**config.mk**
```make
export PLATFORM = sky130hd
export DESIGN_NAME = sec_daec_encoder_pipe_flat
export DESIGN_NICKNAME = d
export VERILOG_FILES = /design/src/rtl/sec_daec_encoder_pipe_if.sv /design/src/rtl/sec_daec_encoder_pipe.sv /design/src/flat_wrapper.sv
export SDC_FILE = /design/constraint.sdc
export NUM_CORES = 1
export LEC_CHECK = 0
export CAP_MARGIN = 20
export CORE_UTILIZATION = 32
export CTS_BUF_LIST = sky130_fd_sc_hd__clkbuf_16
export CTS_CLUSTER_DIAMETER = 120
export DETAILED_ROUTE_END_ITERATION = 16
export PLACE_DENSITY = 0.7
export SLEW_MARGIN = 20
export SYNTH_ARGS = -nofsm -noshare
export SYNTH_HDL_FRONTEND = slang
export SYNTH_SLANG_ARGS = --single-unit
```
**constraint.sdc**
```tcl
create_clock -name clk -period 2.45 [get_ports clk]
set_input_delay 0.3675 -clock clk [delete_from_list [all_inputs] [get_ports clk]]
set_output_delay 0.3675 -clock clk [all_outputs]
set_load 0.05 [all_outputs]
```
**src/rtl/sec_daec_encoder_pipe_if.sv**
```systemverilog
// Stream bundle for the SEC-DAEC encoder: message/mask in, codeword out, valid/ready on each side.
// The encoder takes the slave view; the traffic source/sink takes the master view.
interface sec_daec_encoder_pipe_if;
    logic        in_valid;
    logic        in_ready;
    logic [63:0] in_msg;
    logic [71:0] inj_mask;
    logic        out_valid;
    logic        out_ready;
    logic [71:0] out_cw;

    modport master (
        output in_valid, in_msg, inj_mask, out_ready,
        input  in_ready, out_valid, out_cw
    );

    modport slave (
        input  in_valid, in_msg, inj_mask, out_ready,
        output in_ready, out_valid, out_cw
    );
endinterface

```
**src/rtl/sec_daec_encoder_pipe.sv**
```systemverilog
// (72,64) SEC-DAEC encoder with fault injection into a 2-entry skid buffer; one cycle latency.
// Backpressure: in_ready (registered) drops once both entries hold words; source must hold its word.
module sec_daec_encoder_pipe #(
    parameter int CNT_W  = 32,
    parameter bit INJ_EN = 1'b1
) (
    input  logic                      clk,
    input  logic                      rst_n,
    sec_daec_encoder_pipe_if.slave    bus,
    output logic [CNT_W-1:0]          enc_count
);

    localparam logic [1:0] EMPTY = 2'd0;
    localparam logic [1:0] ONE   = 2'd1;
    localparam logic [1:0] FULL  = 2'd2;

    localparam logic [63:0] M7 = 64'h95D6_5242_C4C8_D0E0;
    localparam logic [63:0] M6 = 64'hB982_A485_8991_A1C1;
    localparam logic [63:0] M5 = 64'h6ABA_C90B_1323_4383;
    localparam logic [63:0] M4 = 64'hF659_9296_2646_8607;
    localparam logic [63:0] M3 = 64'h963D_A52C_4C8C_0D0E;
    localparam logic [63:0] M2 = 64'hECFD_CA58_9819_1A1C;
    localparam logic [63:0] M1 = 64'h6B6F_14B0_3132_3438;
    localparam logic [63:0] M0 = 64'h5EE7_2961_6264_6870;

    function automatic logic [7:0] calc_chk(input logic [63:0] m);
        logic [7:0] c;
        c[7] = ^(m & M7);
        c[6] = ^(m & M6);
        c[5] = ^(m & M5);
        c[4] = ^(m & M4);
        c[3] = ^(m & M3);
        c[2] = ^(m & M2);
        c[1] = ^(m & M1);
        c[0] = ^(m & M0);
        return c;
    endfunction

    logic [1:0]       state_q, state_d;
    logic [71:0]      head_q, head_d;
    logic [71:0]      tail_q, tail_d;
    logic             in_ready_q, in_ready_d;
    logic [CNT_W-1:0] cnt_q, cnt_d;
    logic [71:0]      mask_eff;
    logic [71:0]      enc_word;
    logic             push, pop;

    assign mask_eff = INJ_EN ? bus.inj_mask : 72'h0;
    assign enc_word = {bus.in_msg, calc_chk(bus.in_msg)} ^ mask_eff;

    assign push = bus.in_valid & in_ready_q;
    assign pop  = (state_q != EMPTY) & bus.out_ready;

    always_comb begin
        state_d = state_q;
        head_d  = head_q;
        tail_d  = tail_q;
        case (state_q)
            EMPTY: begin
                if (push) begin
                    state_d = ONE;
                    head_d  = enc_word;
                end
            end
            ONE: begin
                if (push && !pop) begin
                    state_d = FULL;
                    tail_d  = enc_word;
                end else if (pop && !push) begin
                    state_d = EMPTY;
                end else if (push && pop) begin
                    head_d  = enc_word;
                end
            end
            FULL: begin
                // in_ready is low here, so a pop can only promote the second entry
                if (pop) begin
                    state_d = ONE;
                    head_d  = tail_q;
                end
            end
            default: state_d = EMPTY;
        endcase
        in_ready_d = (state_d != FULL);
    end

    always_comb begin
        cnt_d = cnt_q;
        if (pop && (cnt_q != {CNT_W{1'b1}})) begin
            cnt_d = cnt_q + CNT_W'(1);
        end
    end

    always_ff @(posedge clk) begin
        if (!rst_n) begin
            state_q    <= EMPTY;
            head_q     <= 72'h0;
            tail_q     <= 72'h0;
            in_ready_q <= 1'b0;
            cnt_q      <= '0;
        end else begin
            state_q    <= state_d;
            head_q     <= head_d;
            tail_q     <= tail_d;
            in_ready_q <= in_ready_d;
            cnt_q      <= cnt_d;
        end
    end

    assign bus.in_ready  = in_ready_q;
    assign bus.out_valid = (state_q != EMPTY);
    assign bus.out_cw    = head_q;
    assign enc_count     = cnt_q;

endmodule

```
**src/flat_wrapper.sv**
```systemverilog
// flat-port wrapper written by rule: the top's interface ports become plain ports
module sec_daec_encoder_pipe_flat 
#(
    parameter int CNT_W  = 32,
    parameter bit INJ_EN = 1'b1
)
  (clk, rst_n, enc_count, bus_in_valid, bus_in_msg, bus_inj_mask, bus_out_ready, bus_in_ready, bus_out_valid, bus_out_cw);
  sec_daec_encoder_pipe_if bus_i ();
  input  logic clk;
  input  logic rst_n;
  output logic [CNT_W-1:0] enc_count;
  input wire logic [$bits(bus_i.in_valid)-1:0] bus_in_valid;
  input wire logic [$bits(bus_i.in_msg)-1:0] bus_in_msg;
  input wire logic [$bits(bus_i.inj_mask)-1:0] bus_inj_mask;
  input wire logic [$bits(bus_i.out_ready)-1:0] bus_out_ready;
  output wire logic [$bits(bus_i.in_ready)-1:0] bus_in_ready;
  output wire logic [$bits(bus_i.out_valid)-1:0] bus_out_valid;
  output wire logic [$bits(bus_i.out_cw)-1:0] bus_out_cw;
  assign bus_i.in_valid = bus_in_valid;
  assign bus_i.in_msg = bus_in_msg;
  assign bus_i.inj_mask = bus_inj_mask;
  assign bus_i.out_ready = bus_out_ready;
  assign bus_in_ready = bus_i.in_ready;
  assign bus_out_valid = bus_i.out_valid;
  assign bus_out_cw = bus_i.out_cw;
  sec_daec_encoder_pipe #(.CNT_W(CNT_W), .INJ_EN(INJ_EN)) u_core (.clk(clk), .rst_n(rst_n), .bus(bus_i), .enc_count(enc_count));
endmodule
```
# ---- Word level (Yosys, flattened, before mapping)
# Index checks and enable logic that the tools add are counted.
dict set report word_totals {
  register_bits 179
  input_bits 140
  output_inout_bits 106
  wordCells 48
}
dict set report classes {
  addsub 1
  n_eq_ne 9
  mux 11
  bitwise 3
  reduce_logical 19
}
# cell count
set ops {}
lappend ops {{$reduce_xor 64->1} 8}
lappend ops {{$mux 72} 5}
lappend ops {{$pmux 72 s3} 1}
lappend ops {{$xor 72x72->72} 1}
lappend ops {{$add 32x1->32 const B} 1}
lappend ops {{$ne 32x32->1 const B} 1}
lappend ops {{$mux 2} 4}
lappend ops {{$ne 2x1->1 const B} 3}
lappend ops {{$ne 2x2->1 const B} 3}
lappend ops {{$pmux 2 s3} 1}
lappend ops {{$reduce_and 6->1} 1}
lappend ops {{$logic_and 1x1->1} 4}
lappend ops {{$reduce_bool 3->1} 1}
lappend ops {{$and 1x1->1} 2}
lappend ops {{$eq 2x1->1 const B} 1}
lappend ops {{$eq 2x2->1 const B} 1}
lappend ops {{$logic_not 1->1} 2}
lappend ops {{$logic_not 2->1} 1}
lappend ops {{$reduce_and 2->1} 1}
lappend ops {{$reduce_bool 2->1} 1}

# ---- Depth between registers and ports, before layout
dict set report logic_depth {
  depth_word 7
  mapped_depth 9
  depth_no_buf 7
}

# ---- Worst setup path before layout
# No wires, ideal clock.
dict set report synth_timing {
  path_kind {register to register}
  start {reg u_core.cnt_q[7] (netlist: u_core.enc_count[7])}
  end {reg u_core.cnt_q[25] (netlist: u_core.enc_count[25])}
  setup_ns 0.115
  arrival_time_ns 2.638
  t_required_ns 2.335
  slack_ns -0.303
  stages_incl_launch_ff 10
  path_buffers 3
  period_less_slack_ns 2.753
  path_cell_list {dfxtp_1 > nand4_2 > or4_1 > buf_2 > or4b_4 > buf_6 > buf_6 > nand4_1 > xnor2_1 > and2_1}
}
dict set report synth_via {
  elab_chain_len 2
  word_cells_on_any_way 3
  cone_classes {add/sub (1); eq/ne (1); reduce/logical (1)}
}
# element line_no
set synth_rtl {}
lappend synth_rtl {{start, declared} sec_daec_encoder_pipe.sv:43} ;# logic [CNT_W-1:0] cnt_q, cnt_d;
lappend synth_rtl {{start signal, assigned} sec_daec_encoder_pipe.sv:106} ;# cnt_q <= cnt_d;
lappend synth_rtl {{branches (longest 2 deep; another with $add 32x1->32)} -}
# Parallel ways; which one is timed is not known.
# A chain may end at the register's enable or synchronous reset.

# ---- Worst setup path after layout
dict set report layout_timing {
  start {reg u_core.cnt_q[9] (netlist: u_core.enc_count[9])}
  end {reg u_core.cnt_q[28] (netlist: u_core.enc_count[28])}
}
# Same word-level chain as after synthesis.

==> results.md <==
- Status: complete, no violations
- Worst Path Required: 2.78 ns
- Final core area utilization: 0.470
- Final setup margin: 0.101 ns
- Die Wd: 174 microns
- Nets: 1460
- CP endpoint kind: flip-flop
- Hold Path Depth: 2
- Critical-path maximum fanout: 4
- # Post-CTS Setup Buffers: 0
- Core area: 28900 sq um
- Worst path top cell family by delay: simple AND/OR/NAND/NOR gates
- Switching pwr: 2710 uW
- Clk sinks: 179
- CTS tree: yes
- Setup TNS: 0 ns
- Initial core utilization: 0.327
- Post-Route WL: 30400 microns
- Post-DP HPWL: ~23000 microns
- Clock skew: 0.0146 ns
- Sequential area share after synthesis: 0.380
- CTS Buf Count: 17
- Most frequent cells in the layout: clkdlybuf4s50_1, nand2_1, dfxtp_1
- IO buf count: about 250
- R2r startpoint: u_core.enc_count[9]$_SDFFE_PN0P_
- Die extent in y: 174 microns
- Placed cells: 1684
- Rel. slew slack: 0.558
- Ranking of synthesized cells by area: dfxtp_1, xnor2_1, nand2_1
- Yosys top cell by area: dfxtp_1
- Flop pwr share: 0.372
- Final setup vio count: 0
- Number of remaining DRC errors: 0
- Cell area after synthesis: 9440 sq um
- Part of the power in combinational logic: 0.314
- Largest net degree at the start of global routing: 72
- Setup Crit Path Kind: reg -> reg
- Layout cells sized above 1: 0.114
- ANT nets after route: 0
- Async SR Flop Fraction: 0
- Worst setup SP type: flip-flop
- Synthesis-to-layout area growth: 43.7%
- Yosys top cell area share: 0.380
- Final hold violation count: 0
- FP Rows: 62
- Place WS: -0.295 ns
- Vias in the first global route: 8090
- Crit-path slowest cell: or4_1
- P per Cell Area: 616 nW/um^2
- Pins over their slew limit: 0
- Switch share: 0.324
- Remaining global-route overflow: 0
- Hold Path Sink: u_core.tail_q[69]$_SDFFE_PN0N_
- Initial antenna violation count: 2
- Leakage: between 0.005 and 0.006 uW
- Fillers: 2753
- First-pass GRT wire length: 46500 microns
- Cell mode on critical path: or4_1
- Worst reg-to-reg path cell count: 6
- Fmax: 0.426 GHz
- Clock latency at the later pin of the worst-skew pair: ~0.44 ns
- # hold bufs at CTS: 0
- Average size of a mapped cell: 9.16 sq um
- Number of synthesized flops with an enable pin: 0
- Clock-pin slew on the worst setup and hold paths: 0.08 ns
- Vias/cell: 4.94
- H-tree depth: 4
- Worst min-delay path class: in -> reg
- Max-cap violations: 0
- Worst Path Arrival: 2.67 ns
- VDD IR-drop max: between 0.4 and 0.5 mV
- Net count after synthesis: roughly 1200
- Final Instance Count excl. Fillers: 1716
- Root Driver: clkbuf_16
- Post-synthesis cell type count: 44
- Worst path bufs/invs: 0
- Die ar.: 30200 sq um
- #FFs+latches synth: 179
- First-pass DRT Iterations: 5
- Primary FF master, synth: dfxtp_1
- CP Cell Sequence: nand4_2, or4_1, or4_1, nor4b_1, xor2_1, and2_1
- Final GP Congestion: 0.881
- Commonest non-fill, non-tap cell in the layout: clkdlybuf4s50_1
- Gr usage total: 0.201
- I/O pin total: 246
- Wire per inst: 17.7 microns
- Tmin final: about 2.3 ns
- Fraction of the cycle the final worst path needs: 0.959
- Syn. warnings: 0
- Reg-to-reg setup timing slack: 0.10 ns
- Post-synthesis instance total: 1031
- Worst slew pin tran: between 0.6 and 0.7 ns
- Hold path start: rst_n
- Detailed-route via count: 8484
- Power Internal: 5650 uW
- Power share of the clock group: 0.314
- DR iter-0 viols: 489
- Max stage delay on crit path: 0.61 ns
- Clock buffer depth: 2
- Worst R2R End: u_core.enc_count[28]$_SDFFE_PN0P_
- Diode count: 0
-- layer usage --
metal | share of wire | up-vias | global-route usage
met1 | 0.43 | 4013 | 0.254
met2 | 0.48 | 283 | 0.335
li1 | - | 4152 | -
met5 | 0.00092 | - | 0
met3 | 0.071 | 32 | 0.0570
met4 | 0.016 | 4 | 0.0501
-- what timing repair did --
action                                  in CTS  in global routing
endpoints found under the hold margin        0                  0
gates resized for setup                      0                  2
endpoints found under the setup margin       0                  2
-- through the flow --
| step | power, uW | hold slack (ns) | instance area (sq um) |
|---|---|---|---|
| finish | 8360 | 0.364 | 13600 |
| floorplan | 4770 | 0.457 | 9480 |
| detailed placement | 5810 | 0.454 | 13000 |
| global route | 8740 | 0.370 | 13600 |
| CTS | 8440 | 0.356 | 13600 |
| global placement | 5790 | 0.449 | 13000 |
-- synth_stat cells, types with 4 or more instances --
cell and instances:
nand2_1 215, dfxtp_1 179, xnor2_1 166, a21boi_0 71
clkbuf_1 66, o211a_1 65, o211ai_1 64, and2_1 28
nand3_1 25, xnor3_1 22, xor2_1 21, o21ai_0 12
nor3_1 10, a21oi_1 7, and3_1 7, nand4_1 7
nor2_1 6, or3_1 6, nor4_1 5, buf_1 4
o22ai_1 4
-- area by class of cell --
| cell class | instances | area (sq um) | area share |
|---|---|---|---|
| tap | 384 | 480 | 0.0354 |
| clock buffer | 17 | 425 | 0.0314 |
| multi-input combinational | 776 | 5590 | 0.412 |
| timing repair buffer | 342 | 3320 | 0.245 |
| inverter | 3 | 11.3 | 0.000830 |
| sequential | 179 | 3620 | 0.267 |
| clock inverter | 15 | 124 | 0.00913 |
-- registers in the layout, indices dropped and copies added, names as in the netlist --
name,flops
u_core.enc_count,32
u_core.tail_q,72
u_core.bus.in_ready,1
u_core.state_q,2
u_core.bus.out_cw,72
-- worst register-to-register path: cells and delay by family (launching register included) --
family,cells,cell delay (ns)
XOR/XNOR,1,0.10
AND/OR/NAND/NOR,5,1.77
flip-flops,1,0.37
-- logic make-up after synthesis --
family,Yosys count,synth area share
xor gates and xnor gates,209,0.226
buffers and inverters,76,0.0319
and+or+nand+nor,326,0.157
DFF,179,0.380
AOI/OAI and AO/OA,237,0.201
muxes,3,0.00318
adders and majority gates,1,0.00133
-- worst max-delay path by stage --
stage | from | depth (start not counted) | end | slack, ns
6_report | u_core.enc_count[9]$_SDFFE_PN0P_ | 6 | u_core.enc_count[28]$_SDFFE_PN0P_ | 0.10
5_1_grt | u_core.enc_count[0]$_SDFFE_PN0P_ | 7 | u_core.enc_count[30]$_SDFFE_PN0P_ | -0.05
4_1_cts | u_core.state_q[1]$_SDFF_PN0_ | 2 | bus_out_valid | 0.009
3_5_place_dp | bus_in_msg[13] | 8 | u_core.bus.out_cw[0]$_SDFFE_PN0P_ | -0.30
3_3_place_gp | bus_in_msg[13] | 8 | u_core.bus.out_cw[0]$_SDFFE_PN0P_ | -0.29
2_1_floorplan | u_core.enc_count[7]$_SDFFE_PN0P_ | 9 | u_core.enc_count[25]$_SDFFE_PN0P_ | 0.02
-- power by group through the flow --
| stage | clock network [uW] | logic (uW) | registers (uW) |
|---|---|---|---|
| after global placement | 0 | 2620 | 3170 |
| final | 2620 | 2630 | 3110 |
| after detailed placement | 0 | 2630 | 3170 |
| after floorplan | 0 | 1240 | 3530 |
| after CTS | 2690 | 2650 | 3110 |
| after global routing | 2830 | 2790 | 3120 |
(Power assumes the default switching activity.)
